$ cat src/rtl/regfile_sb_if.sv
// Register file access bundle: read ports, write port, issue port.
// Master drives indices and data, slave returns read data and scoreboard.
interface regfile_sb_if #(
  parameter  int XLEN  = 32,
  parameter  int NREGS = 32,
  parameter  int NREAD = 2,
  localparam int AW    = $clog2(NREGS)
);
  logic [NREAD*AW-1:0]   rs;
  logic [NREAD*XLEN-1:0] rdata;
  logic [NREAD-1:0]      rbusy;
  logic                  we;
  logic [AW-1:0]         rd;
  logic [XLEN-1:0]       wdata;
  logic                  iss_valid;
  logic [AW-1:0]         iss_rd;
  logic [NREGS-1:0]      busy_vec;

  modport master (
    output rs, we, rd, wdata,
    output iss_valid, iss_rd,
    input  rdata, rbusy, busy_vec
  );

  modport slave (
    input  rs, we, rd, wdata,
    input  iss_valid, iss_rd,
    output rdata, rbusy, busy_vec
  );
endinterface

$ cat src/rtl/regfile_sb.sv
// Integer register file with write-to-read bypass and busy scoreboard.
// x0 reads as zero and is never busy; reset clears data and scoreboard.
module regfile_sb #(
  parameter  int XLEN   = 32,
  parameter  int NREGS  = 32,
  parameter  int NREAD  = 2,
  parameter  int BYPASS = 1,
  localparam int AW     = $clog2(NREGS)
) (
  input  logic clk,
  input  logic rst_n,
  regfile_sb_if.slave bus
);

  logic [NREGS-1:0][XLEN-1:0] regs_q, regs_d;
  logic [NREGS-1:0]           busy_q, busy_d;

  logic [NREAD-1:0][AW-1:0]   rs_c;
  logic [NREAD-1:0][XLEN-1:0] rdata_c;
  logic [NREAD-1:0]           rbusy_c;
  logic [NREAD-1:0]           zero_c;
  logic [NREAD-1:0]           byp_c;

  logic wr_ok;
  logic iss_ok;

  assign wr_ok  = bus.we && (bus.rd != '0);
  assign iss_ok = bus.iss_valid && (bus.iss_rd != '0);

  // Next register contents: single write port, x0 untouched.
  always_comb begin
    regs_d = regs_q;
    if (wr_ok) begin
      regs_d[bus.rd] = bus.wdata;
    end
  end

  // Next scoreboard: write clears, issue sets and wins on a tie.
  always_comb begin
    busy_d = busy_q;
    if (wr_ok) begin
      busy_d[bus.rd] = 1'b0;
    end
    if (iss_ok) begin
      busy_d[bus.iss_rd] = 1'b1;
    end
    busy_d[0] = 1'b0;
  end

  // State update; reset discards any same-cycle write or issue.
  always_ff @(posedge clk) begin
    if (!rst_n) begin
      regs_q <= '0;
      busy_q <= '0;
    end else begin
      regs_q <= regs_d;
      busy_q <= busy_d;
    end
  end

  assign rs_c = bus.rs;

  // Per-port select terms; bypass ignores rst_n and the issue port.
  always_comb begin
    zero_c = '0;
    byp_c  = '0;
    for (int i = 0; i < NREAD; i++) begin
      zero_c[i] = (rs_c[i] == '0);
      byp_c[i]  = (BYPASS != 0) && !zero_c[i] &&
                  bus.we && (bus.rd == rs_c[i]);
    end
  end

  // Read mux: zero, forwarded write, or stored value.
  always_comb begin
    rdata_c = '0;
    rbusy_c = '0;
    for (int i = 0; i < NREAD; i++) begin
      unique case (1'b1)
        zero_c[i]: begin
          rdata_c[i] = '0;
          rbusy_c[i] = 1'b0;
        end
        byp_c[i]: begin
          rdata_c[i] = bus.wdata;
          rbusy_c[i] = 1'b0;
        end
        default: begin
          rdata_c[i] = regs_q[rs_c[i]];
          rbusy_c[i] = busy_q[rs_c[i]];
        end
      endcase
    end
  end

  assign bus.rdata    = rdata_c;
  assign bus.rbusy    = rbusy_c;
  assign bus.busy_vec = busy_q;

endmodule

$ cat src/flat_wrapper.sv
// flat-port wrapper written by rule: the top's interface ports become plain ports
module regfile_sb_flat 
#(
  parameter  int XLEN   = 32,
  parameter  int NREGS  = 32,
  parameter  int NREAD  = 2,
  parameter  int BYPASS = 1,
  localparam int AW     = $clog2(NREGS)
)
  (clk, rst_n, bus_rs, bus_we, bus_rd, bus_wdata, bus_iss_valid, bus_iss_rd, bus_rdata, bus_rbusy, bus_busy_vec);
  regfile_sb_if #(.XLEN(XLEN), .NREGS(NREGS), .NREAD(NREAD)) bus_i ();
  input  logic clk;
  input  logic rst_n;
  input wire logic [$bits(bus_i.rs)-1:0] bus_rs;
  input wire logic [$bits(bus_i.we)-1:0] bus_we;
  input wire logic [$bits(bus_i.rd)-1:0] bus_rd;
  input wire logic [$bits(bus_i.wdata)-1:0] bus_wdata;
  input wire logic [$bits(bus_i.iss_valid)-1:0] bus_iss_valid;
  input wire logic [$bits(bus_i.iss_rd)-1:0] bus_iss_rd;
  output wire logic [$bits(bus_i.rdata)-1:0] bus_rdata;
  output wire logic [$bits(bus_i.rbusy)-1:0] bus_rbusy;
  output wire logic [$bits(bus_i.busy_vec)-1:0] bus_busy_vec;
  assign bus_i.rs = bus_rs;
  assign bus_i.we = bus_we;
  assign bus_i.rd = bus_rd;
  assign bus_i.wdata = bus_wdata;
  assign bus_i.iss_valid = bus_iss_valid;
  assign bus_i.iss_rd = bus_iss_rd;
  assign bus_rdata = bus_i.rdata;
  assign bus_rbusy = bus_i.rbusy;
  assign bus_busy_vec = bus_i.busy_vec;
  regfile_sb #(.XLEN(XLEN), .NREGS(NREGS), .NREAD(NREAD), .BYPASS(BYPASS)) u_core (.clk(clk), .rst_n(rst_n), .bus(bus_i));
endmodule
$ cat config.mk
export PLATFORM = sky130hd
export DESIGN_NAME = regfile_sb_flat
export DESIGN_NICKNAME = d
export VERILOG_FILES = /design/src/rtl/regfile_sb_if.sv /design/src/rtl/regfile_sb.sv /design/src/flat_wrapper.sv
export SDC_FILE = /design/constraint.sdc
export NUM_CORES = 2
export LEC_CHECK = 0
export CORE_ASPECT_RATIO = 1.2
export CORE_MARGIN = 4
export CORE_UTILIZATION = 40
export CTS_CLUSTER_DIAMETER = 80
export DETAILED_ROUTE_END_ITERATION = 12
export GPL_TIMING_DRIVEN = 0
export PLACE_DENSITY = 0.66
export SLEW_MARGIN = 20
export SYNTH_ARGS = -nofsm -noshare
export SYNTH_HDL_FRONTEND = slang
export SYNTH_SLANG_ARGS = --single-unit
$ cat constraint.sdc
create_clock -name clk -period 6.2 [get_ports clk]
set_input_delay 0.93 -clock clk [delete_from_list [all_inputs] [get_ports clk]]
set_output_delay 0.93 -clock clk [all_outputs]
set_load 0.01 [all_outputs]
==> impl_metrics.toml <==
[status]
status = "complete, but fails checks"
violations = "setup timing"

[min_path]
hold_depth = 2
hold_class = "flop to flop"
hold_start = "u_core.regs_q[887]$_SDFFE_PN0P_"

[worst_setup_path]
worstPathMaxFanout = 10
worst-setup-path-type = "primary input to output pin"
rr_worst_depth = 2
start_kind = "primary input"
crit_required_ps = 5270
end_kind = "output pin"
rrSetupSlack_ps = 5080
regToRegStartpoint = "u_core.regs_q[704]$_SDFFE_PN0P_"
crit_start = "bus_rs[5]"
cp.arrival_ps = 5510

[route]
wl_um = 345200
ant_nets = 0
wl_met1_um = 118200
vias = 56910
remaining_drc_errors = 0
dr_wl_met2_um = 142800
wl_met3_um = 45370
viasPerCell = 6.688
drt-initial-drc-count = 9281
top_layer = "met5"
wire_per_inst_um = 40.57
drtPass1Iterations = 7

[floorplan]
die_area_um2 = 147200
num_rows = 150
die_width_um = 350.9
coreArea_um2 = 139800
ios = 154
die_y_um = 419.5
start_util = 0.4036

[power]
combPwrFrac = 0.130
p_switching_uw = 4921
internal_power_uw = 11660
power_uw = 16580
leakagePower_uw = 0.02142
p_clk_frac = 0.456
power_frac_seq = 0.415
switching_share = 0.2967
vdd_drop_max_mv = 0.2919
p_per_area_nw_per_um2 = 255.7

[clocking]
hold_buffers = 0
clock_latency_ps = 780
cts_tree = "built"
cts_made_buffers = 118
clock-sinks = 1055
clkTransAtPathRegs_ps = 60
ctsLongestPathBuffers = 3
cts-root-buf = "clkbuf_16"
h-tree-depth = 3

[yosys]
yosys_warnings = 0
syn_nets = 6349
synth_edf_count = 0
synthTopCellsByCount = "nand2_1 (2108), dfxtp_1 (1055), a21boi_0 (755), clkbuf_1 (512), mux4_2 (381)"
synth_top_area_cell = "dfxtp_1"
async_flop_share = 0
synth.area.top_cells = "dfxtp_1 (37%), mux4_2 (15%), nand2_1 (14%)"
synth_cells = 6293
synth_cell_types = 56
ys_seq_area_frac = 0.3742
ys_ff_latch = 1055
synth_area_per_cell_um2 = 8.968
synth-main-ff-cell = "dfxtp_1"
synth_area_um2 = 56440
yosysMostFrequentCell = "nand2_1"
synth_top_area_share = 0.3742

[finish]
utilization = 0.4638
area_growth_pct = 14.91
stdcell_area_um2 = 64850
nNetsFinal = 6618
drive_gt1_frac = 0.1346

[sta]
finalSetupTns_ps = -3156
fin_ws_ps = -240.7
finalSetupViolCount = 34
skew_ps = 0
hold_viol = 0
finalMaxSlewViolations = 0
post-route-period-util = 1.039
max_slew_margin = 0.06061
max_freq_ghz = 0.1553
worst_pin_slew_ps = 1404
period_minus_slack_ps = 6441
rsz0062_at_grt = "false"

[global_routing]
overflow = 0
grt.total_usage = 0.4551
antenna_found_initial = 25
grt_pass1_wl_um = 451900
grt_pass1_vias = 51970
grt_max_degree = 19

[place]
gp_congestion = 1.074
post-place-ws_ps = -529.2
dp_hpwl_um = 259700
io_buffers = 113
dpl-instance-area_um2 = 60670

[run]
drv_cap = 0
-- metrics by stage --
step,hold slack [ps],instances
floorplan,441.4,6293
global placement,447.8,8230
detailed placement,454.9,8264
CTS,462.6,8480
global route,487.5,8481
finish,464.0,8509
-- registers in the layout, summed over array words and instances (netlist names) --
signal               count
u_core.regs_q         1024
u_core.bus.busy_vec     31
-- kinds of logic after synthesis --
kind of cell | after synthesis | share of synthesized area
compound gates | 1499 | 0.1960
xor+xnor | 10 | 0.001552
buf+inv | 671 | 0.04973
flops | 1055 | 0.3742
mux | 746 | 0.2175
other cells | 1 | 0.00006645
simple gates | 2311 | 0.1609
-- layout make-up --
type                       count  area (um2)
clock inverter                47       636.9
fill                       13580       74970
clock buffer                 167        3417
buffer                       667        2899
antenna                       29       72.57
multi-input combinational   4567       32650
timing repair buffer         150        1765
sequential                  1055       21120
tap                         1824        2282
inverter                       3       11.26
-- layout by cell type, fill, tap and decap left out, types with 39 or more instances in the layout --
cell type	n
o22ai_1	62
nand2_1	2107
a21oi_1	67
clkbuf_2	96
a21boi_0	755
o21ai_0	69
clkbuf_1	466
mux4_2	381
nor2_1	40
nor2b_1	46
buf_2	97
clkdlybuf4s50_1	113
mux2i_1	332
a211oi_1	39
clkbuf_16	118
dfxtp_1	1055
a21boi_1	239
and2_1	41
a22oi_1	101
-- power groups by stage --
stage                     sequential [uW]  combinational (uW)  clock, uW
after floorplan                      7000                 908          0
after global placement               7020                1950          0
after detailed placement             7020                2000          0
after CTS                            6870                2000       7500
after global routing                 6880                2090       7760
final                                6880                2150       7550
-- routing by layer --
layer / vias to the layer above / GRT usage
met4: 12 / 0.4120
li1: 22620 / -
met2: 4912 / 0.6562
met5: - / 0.0003346
met1: 27830 / 0.5277
met3: 1533 / 0.1617
-- critical path, cell delays in order --
cell and delay, ps:
buf_2 340, buf_2 570, buf_2 580, buf_2 470, buf_2 640, o22ai_1 190
o21ai_0 710, a32o_1 430, clkdlybuf4s50_1 600
-- timing repair --
action,in CTS,in global routing
gates resized for setup,3,11
buffers inserted,3,0
setup endpoints to repair,12,12
pin swaps,1,0
-- final timing paths --
path / endpoint
setup / recovery: bus_rdata[40]
hold / removal: u_core.regs_q[887]$_SDFFE_PN0P_
hold reg to reg: u_core.regs_q[887]$_SDFFE_PN0P_
setup reg to reg: u_core.regs_q[704]$_SDFFE_PN0P_
No activity file was read; power rests on OpenSTA's default activity.
